$ cat src/rtl/rotator_arbiter.sv
// Two-requester arbiter sharing one 4-bit left rotator through an IDLE/EXEC/DONE FSM.
// Define ROT_RR_EN for round-robin arbitration; the default build uses fixed priority (requester 0 wins).
`default_nettype none

module rotator_arbiter #(
  parameter int DW = 4
) (
  input  logic          clk,
  input  logic          rst,
  input  logic          req0,
  input  logic [DW-1:0] data0,
  input  logic [1:0]    amt0,
  output logic          ack0,
  input  logic          req1,
  input  logic [DW-1:0] data1,
  input  logic [1:0]    amt1,
  output logic          ack1,
  output logic [DW-1:0] res,
  output logic          res_valid,
  output logic          res_id,
  input  logic          res_ready,
  output logic          busy
);

  typedef enum logic [1:0] {
    IDLE = 2'd0,
    EXEC = 2'd1,
    DONE = 2'd2
  } state_t;

  state_t        state;
  state_t        state_nxt;
  logic [DW-1:0] cap_data;
  logic [1:0]    cap_amt;
  logic          cap_id;
  logic          grant_any;
  logic          grant_id;
  logic [DW-1:0] rot;

  assign grant_any = req0 | req1;

`ifdef ROT_RR_EN
  // Index of the requester served last; reset to 1 so requester 0 wins first.
  logic last_id;

  always_ff @(posedge clk or posedge rst) begin
    if (rst) begin
      last_id <= 1'b1;
    end else if (state == DONE && res_ready) begin
      last_id <= cap_id;
    end
  end

  always_comb begin
    grant_id = ~req0;
    if (req0 && req1) begin
      grant_id = ~last_id;
    end
  end
`else
  always_comb begin
    grant_id = ~req0;
  end
`endif

  always_ff @(posedge clk or posedge rst) begin
    if (rst) begin
      state <= IDLE;
    end else begin
      state <= state_nxt;
    end
  end

  // Acks are decoded in the IDLE cycle itself and gated by rst so they drop immediately.
  always_comb begin
    state_nxt = state;
    ack0      = 1'b0;
    ack1      = 1'b0;
    case (state)
      IDLE: begin
        if (grant_any && !rst) begin
          ack0      = ~grant_id;
          ack1      = grant_id;
          state_nxt = EXEC;
        end
      end
      EXEC: begin
        state_nxt = DONE;
      end
      DONE: begin
        if (res_ready) begin
          state_nxt = IDLE;
        end
      end
      default: begin
        state_nxt = IDLE;
      end
    endcase
  end

  always_ff @(posedge clk or posedge rst) begin
    if (rst) begin
      cap_data <= '0;
      cap_amt  <= 2'd0;
      cap_id   <= 1'b0;
    end else if (state == IDLE && grant_any) begin
      cap_data <= grant_id ? data1 : data0;
      cap_amt  <= grant_id ? amt1 : amt0;
      cap_id   <= grant_id;
    end
  end

  always_comb begin
    rot = cap_data;
    case (cap_amt)
      2'd0:    rot = cap_data;
      2'd1:    rot = {cap_data[DW-2:0], cap_data[DW-1]};
      2'd2:    rot = {cap_data[DW-3:0], cap_data[DW-1:DW-2]};
      2'd3:    rot = {cap_data[DW-4:0], cap_data[DW-1:DW-3]};
      default: rot = cap_data;
    endcase
  end

  always_ff @(posedge clk or posedge rst) begin
    if (rst) begin
      res    <= '0;
      res_id <= 1'b0;
    end else if (state == EXEC) begin
      res    <= rot;
      res_id <= cap_id;
    end
  end

  assign res_valid = (state == DONE);
  assign busy      = (state != IDLE);

endmodule

`default_nettype wire
$ cat config.mk
export PLATFORM = sky130hd
export DESIGN_NAME = rotator_arbiter
export DESIGN_NICKNAME = d
export VERILOG_FILES = /design/src/rtl/rotator_arbiter.sv
export SDC_FILE = /design/constraint.sdc
export NUM_CORES = 1
export LEC_CHECK = 0
export ABC_AREA = 1
export CAP_MARGIN = 20
export CORE_ASPECT_RATIO = 0.8
export CORE_MARGIN = 1.5
export CORE_UTILIZATION = 45
export DETAILED_ROUTE_END_ITERATION = 8
export PLACE_DENSITY = 0.78
export SLEW_MARGIN = 20
export SYNTH_ARGS = -nofsm -noshare
export SYNTH_HDL_FRONTEND = slang
export SYNTH_SLANG_ARGS = --single-unit
$ cat constraint.sdc
create_clock -name clk -period 1.26 [get_ports clk]
set_clock_uncertainty 0.1 [all_clocks]
set_input_delay 0.252 -clock clk [delete_from_list [all_inputs] [get_ports clk]]
set_output_delay 0.252 -clock clk [all_outputs]
set_load 0.005 [all_outputs]
**Yosys cells after proc, flatten, opt, wreduce, memory -nomap -nowiden**

Index checks and enable logic that the tools add are counted.

- Equal/unequal tests: 7
- Multiplexer cells: 10
- Bitwise gates (word level): 2
- Reduce and logical (&&, ||, !) cells: 7

Operator list:

| kind | number |
|---|---|
| 4-bit case mux with 4 select lines | 1 |
| 2-bit == test, second input constant | 3 |
| 2-bit 2-to-1 mux | 3 |
| 2-bit case mux with 3 select lines | 1 |
| 2-bit by 1-bit == test with 1-bit output, second input constant | 2 |
| 2-bit zero test | 2 |
| 1-bit 2-to-1 mux | 4 |
| 4-bit 2-to-1 mux | 1 |
| 1-bit logical AND | 2 |
| 2-bit by 1-bit != test with 1-bit output, second input constant | 1 |
| 2-bit != test, second input constant | 1 |
| 2-bit AND reduction | 1 |
| 2-bit nonzero test | 1 |
| 1-bit zero test | 1 |
| 1-bit NOT | 1 |
| 1-bit OR | 1 |

- Flip-flop bits (word level): 14
- Input port bits: 17
- Output and inout port bits: 9
- Logic and storage cells: 32

**Depth between registers and ports, before layout**

- Depth after elaboration: 4
- Mapped depth: 8
- Mapped depth without buffers: 7

**Least setup slack after synthesis**

Ideal clock, no wire load.

- Path kind: register -> output
- Start: register state[0]
- End: output ack1
- Arrival time: 0.872 ns
- Data required time: 0.908 ns
- Setup slack: 0.036 ns
- Stages on the path, launching flop included: 6
- Buffers on the path: 0
- Cells stage by stage: dfrtp_1 inv_1 nand2_4 nor2_4 nand2_1 nor2_1

- Longest elaborated chain between the ends: 2

RTL lines:

| element | RTL line | text |
|---|---|---|
| start: declaration | 31 | `state_t state;` |
| start signal: assignment | 70 | `state <= state_nxt;` |
| 2-bit zero test | 79 | `case (state)` |
| 1-bit 2-to-1 mux | 79 |  |
| end: declaration | 17 | `output logic ack1,` |

No other way between the ends.

**Worst setup path after layout**

Same ends and word-level chain as after synthesis.

==> flow_summary.yaml <==
cts:
  cts_max_level: 1
  clock_sinks: 14
  clock_latency_ns: 0.28
  numCtsBuffers: 3
  cts_hold_buf: 0
  cts-root-buf: "clkbuf_4"
  clk_pin_slew_ns: 0.09
  cts_tree: "yes"
  clock_path_buffers: 2
synthesis:
  ys_seq_area_share_pct: 41.6
  ys.flop_type: "dfrtp_1"
  synth.avg_cell_area_um2: 7.59
  yosys_warnings: 0
  ys_ff_latch: 14
  netlist_instances: 111
  synth_nets: 128
  synth_edf_count: 0
  synth_area_um2: 842
  synth-async-reset-ratio_pct: 100
  yosysUniqueCellTypes: 16
cells_and_area:
  fill_cells: 136
  diodes: 0
  multi_input_comb_area_um2: 415
  fin_util_pct: 72.6
  drive_above_1_share_pct: 30.5
  nets: 170
  regArea_um2: 350
  synthToLayoutAreaGrowth_pct: 45.9
critical_path:
  path_class: "flop to output port"
  worstRegToRegCells: 6
  worstPathMaxFanout: 3
  critical_path.top_delay_family: "flip-flops"
  worstPathArrival_ns: 1.19
  slowest_stage: "dfrtp_1"
  start_kind: "flop"
  slowest_delay_ns: 0.41
  crit_buf_inv: 2
  crit_cells: 6
  end_kind: "output port"
  required_ns: 0.91
  worstPathCellList: "inv_2 > nand2_4 > nor2_4 > nand2_2 > nor2_2 > buf_2"
timing:
  min_period_ns: 1.54
  finalSetupViolations: 4
  setup_slack_ns: -0.279
  drv_slew: 0
  rsz0062_at_grt: "yes"
  period_share_pct: 122
  relSlewSlack_pct: 79.6
  hold_viol_final: 0
  setup_tns_ns: -0.896
  worstMarginPinSlew_ns: 0.305
  fmaxAchievable_mhz: 650
  whs_ns: 0.366
placement:
  place_congestion: 0.904
  io_buffers: 25
  dpl_worst_slack_ns: -0.783
  dp_hpwl_mm: 1.63
global_route:
  grt_start_max_net_pins: 15
  grt_first_pass_wirelength_mm: 3.87
  antenna_found_initial: 0
  track_usage_pct: 23.8
  grt.overflow.total: 0
  grt_pass1_vias: 887
routing:
  drt_iter0_drc: 24
  postRouteWirelength_mm: 2.24
  drc: 0
  via_per_inst: 5.02
  drt-pass1-iter-count: 4
  wl_per_cell_um: 12.9
  vias: 868
  drtAntennaViolNets: 0
power:
  ir_drop_mv: 1.05
  p_leak_uw: 0.000631
  p_per_area_nw_per_um2: 1700
  p_total_uw: 2090
die:
  die_area_um2: 2140
  die_w_um: 51.4
  fp.dieH_um: 41.7
  io_pins: 26
  coreArea_um2: 1690
  start_util_pct: 49.8
  core.rowCount: 13
outcome:
  violations: "negative setup slack"
  status: "complete, but fails checks"
run:
  drv_cap: 0
hold_path:
  min_path_type: "input port to flop"
  hold_path_depth: 3
layout by cell type (no fill, tap or decap), drive strengths merged:
cell	synthesis	final
dlygate4sd2	0	2
clkbuf	0	3
nand2	47	47
clkdlybuf4s50	0	14
inv	12	12
buf	5	21
o21ai	12	12
dfrtp	14	14
nor3	2	2
a21oi	4	4
nor2	5	5
clkdlybuf4s15	0	5
nand3	10	10
synth_stat cells, types with 2 or more instances:
cell type / n / area, µm²
o21ai_2: 7 / 61.3
nand2_2: 3 / 18.8
nor2_4: 2 / 22.5
buf_6: 2 / 22.5
dfrtp_1: 14 / 350
o21ai_0: 5 / 25.0
inv_1: 12 / 45.0
nor2_1: 3 / 11.3
a21oi_1: 4 / 20.0
nand3_1: 10 / 50.1
nor3_1: 2 / 10.0
nand2_1: 43 / 161
worst register-to-register path: cells and delay by family, from the launching register on:
kind,cells,cell delay (ns)
and+or+nand+nor,3,0.28
buffers and inverters,2,0.31
AOI/OAI and AO/OA,1,0.06
DFF,1,0.41
where the power goes:
group	total (µW)	internal, µW	leakage, µW	switching (µW)
Clock	250	111	0.0000138	139
Sequential	758	619	0.000176	139
Combinational	1080	514	0.000441	567
Total	2090	1240	0.000631	846
layout make-up:
cell class | count | area share, %
Clock buffer | 3 | 1.83
Inverter | 12 | 3.67
Multi-Input combinational cell | 80 | 33.8
Sequential cell | 14 | 28.5
Tap cell | 22 | 2.24
Timing Repair Buffer | 42 | 29.9
final timing paths:
path | from | endpoint | slack [ns]
setup / recovery | state[0]$_DFFE_PP0P_ | ack1 | -0.28
min in group asynchronous | rst | state[0]$_DFFE_PP0P_ | 0.42
setup reg to reg | state[0]$_DFFE_PP0P_ | cap_data[1]$_DFFE_PP0P_ | 0.04
max in group asynchronous | rst | res[0]$_DFFE_PP0N_ | 0.51
hold / removal | req1 | state[0]$_DFFE_PP0P_ | 0.37
hold reg to reg | res[0]$_DFFE_PP0N_ | res[0]$_DFFE_PP0N_ | 0.39
metrics by stage:
stage	cell area, µm²	instances
after floorplan	842	111
after global placement	1150	163
after detailed placement	1150	163
after CTS	1200	171
after global routing	1230	173
final	1230	173
metal layers:
metal / routed length (µm) / global-route usage (%) / up-vias
met5: 0 / 0 / -
met4: 21 / 4.21 / 0
met3: 134 / 7.55 / 2
met2: 1080 / 37.2 / 37
met1: 1010 / 32.9 / 401
li1: - / - / 428
flip-flops by register name, summed over array words and instances, names as in the netlist:
name	flops
state	2
cap_id	1
res_id	1
cap_amt	2
res	4
cap_data	4
logic make-up after synthesis:
| logic type | count (synthesis) | share of synthesized area [%] |
|---|---|---|
| AO/OA/AOI/OAI | 16 | 12.6 |
| buffers and inverters | 17 | 11.9 |
| flip-flops | 14 | 41.6 |
| AND/OR/NAND/NOR | 64 | 33.9 |
repair_timing:
action                                  in CTS  in global routing
resized for setup                           33                  6
endpoints found under the hold margin        0                  0
endpoints found under the setup margin      13                  7
cloned                                       0                  0
setup buffers                                5                  4
pin swaps                                    1                  4
Note: power is estimated with default switching activity, not from simulation.
